File: config.mk
export PLATFORM = sky130hd
export DESIGN_NAME = seq_divider_flat
export DESIGN_NICKNAME = d
export VERILOG_FILES = /design/src/rtl/seq_divider_if.sv /design/src/rtl/seq_divider.sv /design/src/flat_wrapper.sv
export SDC_FILE = /design/constraint.sdc
export NUM_CORES = 1
export LEC_CHECK = 0
export CAP_MARGIN = 20
export CORE_MARGIN = 2
export CORE_UTILIZATION = 50
export DETAILED_ROUTE_END_ITERATION = 6
export PLACE_DENSITY = 0.82
export SETUP_SLACK_MARGIN = 0.4
export SYNTH_ARGS = -nofsm -noshare
export SYNTH_HDL_FRONTEND = slang
export SYNTH_SLANG_ARGS = --single-unit
File: constraint.sdc
create_clock -name clk -period 5.2 [get_ports clk]
set_clock_uncertainty 0.05 [all_clocks]
set_input_delay 0.78 -clock clk [delete_from_list [all_inputs] [get_ports clk]]
set_output_delay 0.78 -clock clk [all_outputs]
set_load 0.1 [all_outputs]
File: src/rtl/seq_divider_if.sv
// Handshake and operand/result bundle between the EX-stage sequencer and the divider.
// The master drives operands and control; the slave (divider) returns status and results.
interface seq_divider_if #(
    parameter int WIDTH = 32
);
    logic             start;
    logic             is_signed;
    logic             cancel;
    logic [WIDTH-1:0] a;
    logic [WIDTH-1:0] b;
    logic             busy;
    logic             done;
    logic [WIDTH-1:0] q;
    logic [WIDTH-1:0] r;

    modport master (
        output start, is_signed, cancel, a, b,
        input  busy, done, q, r
    );

    modport slave (
        input  start, is_signed, cancel, a, b,
        output busy, done, q, r
    );
endinterface

File: src/rtl/seq_divider.sv
// Multi-cycle radix-2 restoring divider, signed or unsigned per operation, with a
// fixed WIDTH+1 cycle latency, busy/done handshake and flush cancel.
module seq_divider #(
    parameter int WIDTH = 32
) (
    input  logic          clk,
    input  logic          rst,
    seq_divider_if.slave  bus
);
    localparam int CW = (WIDTH > 1) ? $clog2(WIDTH) : 1;

    typedef enum logic [1:0] {
        IDLE = 2'd0,
        CALC = 2'd1,
        FIX  = 2'd2
    } state_t;

    state_t           state;
    state_t           state_next;
    logic [CW-1:0]    count;
    logic [WIDTH:0]   rem;
    logic [WIDTH-1:0] quo;
    logic [WIDTH-1:0] b_mag;
    logic             q_neg;
    logic             r_neg;
    logic             div0;
    logic [WIDTH-1:0] q_reg;
    logic [WIDTH-1:0] r_reg;
    logic             done_reg;

    logic             launch;
    logic             step;
    logic             finish;
    logic [WIDTH-1:0] a_mag_in;
    logic [WIDTH-1:0] b_mag_in;
    logic [WIDTH:0]   shifted;
    logic [WIDTH+1:0] diff;
    logic [WIDTH:0]   rem_step;
    logic [WIDTH-1:0] quo_step;
    logic [WIDTH-1:0] q_fix;
    logic [WIDTH-1:0] r_fix;

    assign bus.busy = (state != IDLE);
    assign bus.done = done_reg;
    assign bus.q    = q_reg;
    assign bus.r    = r_reg;

    always_ff @(posedge clk or posedge rst) begin
        if (rst) begin
            state <= IDLE;
        end else begin
            state <= state_next;
        end
    end

    always_comb begin
        state_next = state;
        launch     = 1'b0;
        step       = 1'b0;
        finish     = 1'b0;
        case (state)
            IDLE: begin
                if (bus.start && !bus.cancel) begin
                    launch     = 1'b1;
                    state_next = CALC;
                end
            end
            CALC: begin
                if (bus.cancel) begin
                    state_next = IDLE;
                end else begin
                    step = 1'b1;
                    if (count == '0) begin
                        state_next = FIX;
                    end
                end
            end
            FIX: begin
                state_next = IDLE;
                finish     = !bus.cancel;
            end
            default: state_next = IDLE;
        endcase
    end

    // Operand magnitudes; MIN_INT negates to itself, which is its correct unsigned magnitude.
    always_comb begin
        a_mag_in = bus.a;
        b_mag_in = bus.b;
        if (bus.is_signed && bus.a[WIDTH-1]) begin
            a_mag_in = -bus.a;
        end
        if (bus.is_signed && bus.b[WIDTH-1]) begin
            b_mag_in = -bus.b;
        end
    end

    // One restoring step: the extra top bit of diff is the borrow of the trial subtract.
    always_comb begin
        shifted  = {rem[WIDTH-1:0], quo[WIDTH-1]};
        diff     = {1'b0, shifted} - {2'b00, b_mag};
        rem_step = shifted;
        quo_step = {quo[WIDTH-2:0], 1'b0};
        if (!diff[WIDTH+1]) begin
            rem_step    = diff[WIDTH:0];
            quo_step[0] = 1'b1;
        end
    end

    always_comb begin
        q_fix = q_neg ? -quo : quo;
        r_fix = r_neg ? -rem[WIDTH-1:0] : rem[WIDTH-1:0];
        if (div0) begin
            q_fix = '0;
            r_fix = '0;
        end
    end

    always_ff @(posedge clk or posedge rst) begin
        if (rst) begin
            count    <= '0;
            rem      <= '0;
            quo      <= '0;
            b_mag    <= '0;
            q_neg    <= 1'b0;
            r_neg    <= 1'b0;
            div0     <= 1'b0;
            q_reg    <= '0;
            r_reg    <= '0;
            done_reg <= 1'b0;
        end else begin
            done_reg <= 1'b0;
            if (launch) begin
                count <= CW'(WIDTH - 1);
                rem   <= '0;
                quo   <= a_mag_in;
                b_mag <= b_mag_in;
                q_neg <= bus.is_signed && (bus.a[WIDTH-1] ^ bus.b[WIDTH-1]);
                r_neg <= bus.is_signed && bus.a[WIDTH-1];
                div0  <= (bus.b == '0);
            end else if (step) begin
                rem <= rem_step;
                quo <= quo_step;
                if (count != '0) begin
                    count <= count - CW'(1);
                end
            end else if (finish) begin
                q_reg    <= q_fix;
                r_reg    <= r_fix;
                done_reg <= 1'b1;
            end
        end
    end
endmodule
File: src/flat_wrapper.sv
// flat-port wrapper written by rule: the top's interface ports become plain ports
module seq_divider_flat 
#(
    parameter int WIDTH = 32
)
  (clk, rst, bus_start, bus_is_signed, bus_cancel, bus_a, bus_b, bus_busy, bus_done, bus_q, bus_r);
  seq_divider_if #(.WIDTH(WIDTH)) bus_i ();
  input  logic clk;
  input  logic rst;
  input wire logic [$bits(bus_i.start)-1:0] bus_start;
  input wire logic [$bits(bus_i.is_signed)-1:0] bus_is_signed;
  input wire logic [$bits(bus_i.cancel)-1:0] bus_cancel;
  input wire logic [$bits(bus_i.a)-1:0] bus_a;
  input wire logic [$bits(bus_i.b)-1:0] bus_b;
  output wire logic [$bits(bus_i.busy)-1:0] bus_busy;
  output wire logic [$bits(bus_i.done)-1:0] bus_done;
  output wire logic [$bits(bus_i.q)-1:0] bus_q;
  output wire logic [$bits(bus_i.r)-1:0] bus_r;
  assign bus_i.start = bus_start;
  assign bus_i.is_signed = bus_is_signed;
  assign bus_i.cancel = bus_cancel;
  assign bus_i.a = bus_a;
  assign bus_i.b = bus_b;
  assign bus_busy = bus_i.busy;
  assign bus_done = bus_i.done;
  assign bus_q = bus_i.q;
  assign bus_r = bus_i.r;
  seq_divider #(.WIDTH(WIDTH)) u_core (.clk(clk), .rst(rst), .bus(bus_i));
endmodule
==> results.py <==
metrics = {
    "status": {
        "status": "finished clean",
    },
    "sta": {
        "min_period_ns": 3.82,
        "rsz0062_at_grt": "false",
        "fmax_ghz": 0.262,
        "drv_slew": 0,
        "setup_tns_ns": 0,
        "post-route-period-util": 0.735,
        "worst_slew_pin_slew_ns": 1.14,
        "hold_viol": 0,
        "timing.slew.headroom": 0.243,
        "worst_hold_slack_ns": 0.426,
        "setup_viol": 0,
    },
    "logic_synthesis": {
        "synth.area.mux_share": 0.00819,
        "syn_inst": 1321,
        "ys_top_cells_by_area": "dfrtp_1 39%, nand2_1 8.3%, xor2_1 7.6%",
        "async_flop_share": 1.00,
        "yosysWarnings": 0,
        "yosys.area.top_type_share": 0.389,
        "synth_xor_area_frac": 0.118,
        "syn_nets": 1429,
        "post-synth-top-area-cell": "dfrtp_1",
        "synth_area_per_cell_um2": 8.33,
        "yosysSeqAreaShare": 0.389,
        "synth_adder_area_share": 0.0450,
        "synth-simple-area-share": 0.195,
        "synth_top_family_by_area": "compound AO/OA/AOI/OAI gates",
        "ys_top_cells_by_count": "242 x nand2_1, 171 x dfrtp_1, 155 x o21ai_0",
        "syn_area_um2": 11000,
        "yosysMostFrequentCell": "nand2_1",
        "synth_ff_type": "dfrtp_1",
        "synth_seq_cells": 171,
        "synth.distinct_cells": 77,
        "synth-edff-count": 0,
        "synth_compound_area_frac": 0.202,
    },
    "grt": {
        "grt_overflow": 0,
        "antenna_found_initial": 0,
        "track_usage": 0.237,
        "grt_pass1_vias": 9121,
        "grt_pass1_wl_mm": 45.9,
        "grt_max_degree": 137,
    },
    "job": {
        "max_cap_viol_count": 0,
    },
    "placed_design": {
        "dp_hpwl_mm": 19.8,
        "gp_congestion": 0.903,
        "dp_cells": 1679,
        "port_buffers": 134,
    },
    "worst_setup_path": {
        "worstSetupEndpointType": "register",
        "max_stage_delay_ns": 0.63,
        "rrSetupSlack_ns": 1.38,
        "critPathLaunchType": "register",
        "timing.critical_path.slowest_stage_cell": "o31a_2",
        "required_ns": 5.48,
        "crit_type": "reg2reg",
        "cp_cell_sequence": "ha_1, and2_1, and4_1, o311ai_1, a2111oi_0, o211ai_1, o31a_2, buf_4, o21ai_0, a21boi_0",
        "cp.arrival_ns": 4.11,
        "worst-path-buf-inv": 1,
        "crit_family": "compound AO/OA/AOI/OAI gates",
        "path_max_fanout": 37,
    },
    "floorplan": {
        "pin_count": 135,
        "fp.dieW_um": 152,
        "initial_core_util": 0.507,
        "core_area_um2": 21700,
        "die_height_um": 152,
        "dieArea_um2": 23200,
        "rows": 54,
    },
    "clocking": {
        "clock-sinks": 171,
        "clock_latency_ns": 0.43,
        "cts-root-buf": "clkbuf_16",
        "cts_tree": "built",
        "post_cts_buffers": 0,
        "cts_buffers": 17,
        "hold_buffers": 0,
        "cts-resized-gates": 0,
        "cts.htree.levels": 4,
        "clk_pin_slew_ns": 0.07,
        "clk_path_buf_depth": 2,
    },
    "route": {
        "routedWlPerCell_um": 16.0,
        "final_antenna_net_count": 0,
        "drc": 0,
        "drtIter0Drc": 651,
        "wl_mm": 27.4,
        "drt-pass1-iter-count": 5,
        "via_per_inst": 5.71,
        "num_vias": 9769,
    },
    "final_layout": {
        "area_growth_syn_to_layout_pct": 19.3,
        "n_antenna_cell": 0,
        "stdcell_count": 1711,
        "drive_gt1_frac": 0.0489,
        "fin_util": 0.605,
        "num-fill-cells": 1862,
        "final_nets": 1526,
    },
    "power": {
        "ir_drop_v": 0.000292,
        "leakagePower_uw": 0.00567,
        "finalPower_uw": 6050,
        "power.density_nw_per_um2": 461,
    },
    "min_path": {
        "hold_class": "reg2reg",
    },
}
[cell type report]
| cell class | count | area, um2 | share of cell area |
|---|---|---|---|
| multi-input combinational | 1032 | 6260 | 0.477 |
| sequential | 171 | 4280 | 0.326 |
| timing repair buffer | 143 | 1430 | 0.109 |
| clock buffer | 17 | 425 | 0.0324 |
| tap | 280 | 350 | 0.0267 |
| inverter | 53 | 203 | 0.0154 |
| clock inverter | 15 | 175 | 0.0133 |
[worst reg2reg max path, cell delays in order (launching register included)]
cell and delay [ns]:
dfrtp_1 0.47, ha_1 0.39, and2_1 0.24, and4_1 0.27, o311ai_1 0.18, a2111oi_0 0.52
o211ai_1 0.24, o31a_2 0.63, buf_4 0.32, o21ai_0 0.18, a21boi_0 0.23
[path summary, 6_finish.rpt]
path,from,to,depth (start not counted)
min in group asynchronous,rst,u_core.bus.q[12]$_DFFE_PP0P_,3
worst min register to register,u_core.bus.q[18]$_DFFE_PP0P_,u_core.bus.q[18]$_DFFE_PP0P_,2
worst max-delay path,u_core.rem[9]$_DFFE_PP0N_,u_core.rem[29]$_DFFE_PP0N_,10
worst min-delay path,u_core.bus.q[18]$_DFFE_PP0P_,u_core.bus.q[18]$_DFFE_PP0P_,2
max in group asynchronous,rst,u_core.b_mag[4]$_DFFE_PP0P_,3
worst max register to register,u_core.rem[9]$_DFFE_PP0N_,u_core.rem[29]$_DFFE_PP0N_,10
[where the power goes]
| group | internal, uW | switching [uW] |
|---|---|---|
| Sequential | 1570 | 397 |
| Combinational | 1190 | 1580 |
| Clock | 727 | 582 |
[per-layer routing]
layer,share of wire,vias to the layer above,track usage,wire (um)
li1,-,4789,-,-
met1,0.47,4653,0.346,12900
met2,0.46,293,0.370,12500
met3,0.054,34,0.0296,1470
met4,0.019,0,0.0765,532
met5,0,-,0,0
[cells by family after synthesis]
group,count (synthesis)
AO/OA/AOI/OAI,368
adder cells (fa/ha/maj),39
multiplexers,9
AND/OR/NAND/NOR,468
flip-flops,171
buffers and inverters,118
XOR/XNOR,148
[placed cells by master, fill, tap and decap left out, drive strengths merged, types with 4 or more instances in the layout]
master,n
nor4,13
xor2,96
nand2b,13
o41ai,10
o21a,4
and3,8
a21o,13
o21ai,164
or4,11
o31ai,30
inv,61
buf,9
ha,38
nor2b,10
a22o,7
nor3,19
clkbuf,17
xnor2,52
mux2i,9
nand3,21
a21oi,71
and2,8
dfrtp,171
or2,6
a31oi,33
clkdlybuf4s50,134
nand2,242
o211ai,4
nand4,4
a21boi,5
or3,13
nor2,90
[metrics by stage]
stage          setup slack, ns  cell area [um2]
2_1_floorplan             2.19            11000
3_3_place_gp              1.50            12500
3_5_place_dp              1.41            12500
4_1_cts                   1.39            13100
5_1_grt                  0.971            13100
6_report                  1.38            13100
Power figures use the tool's default switching activity.
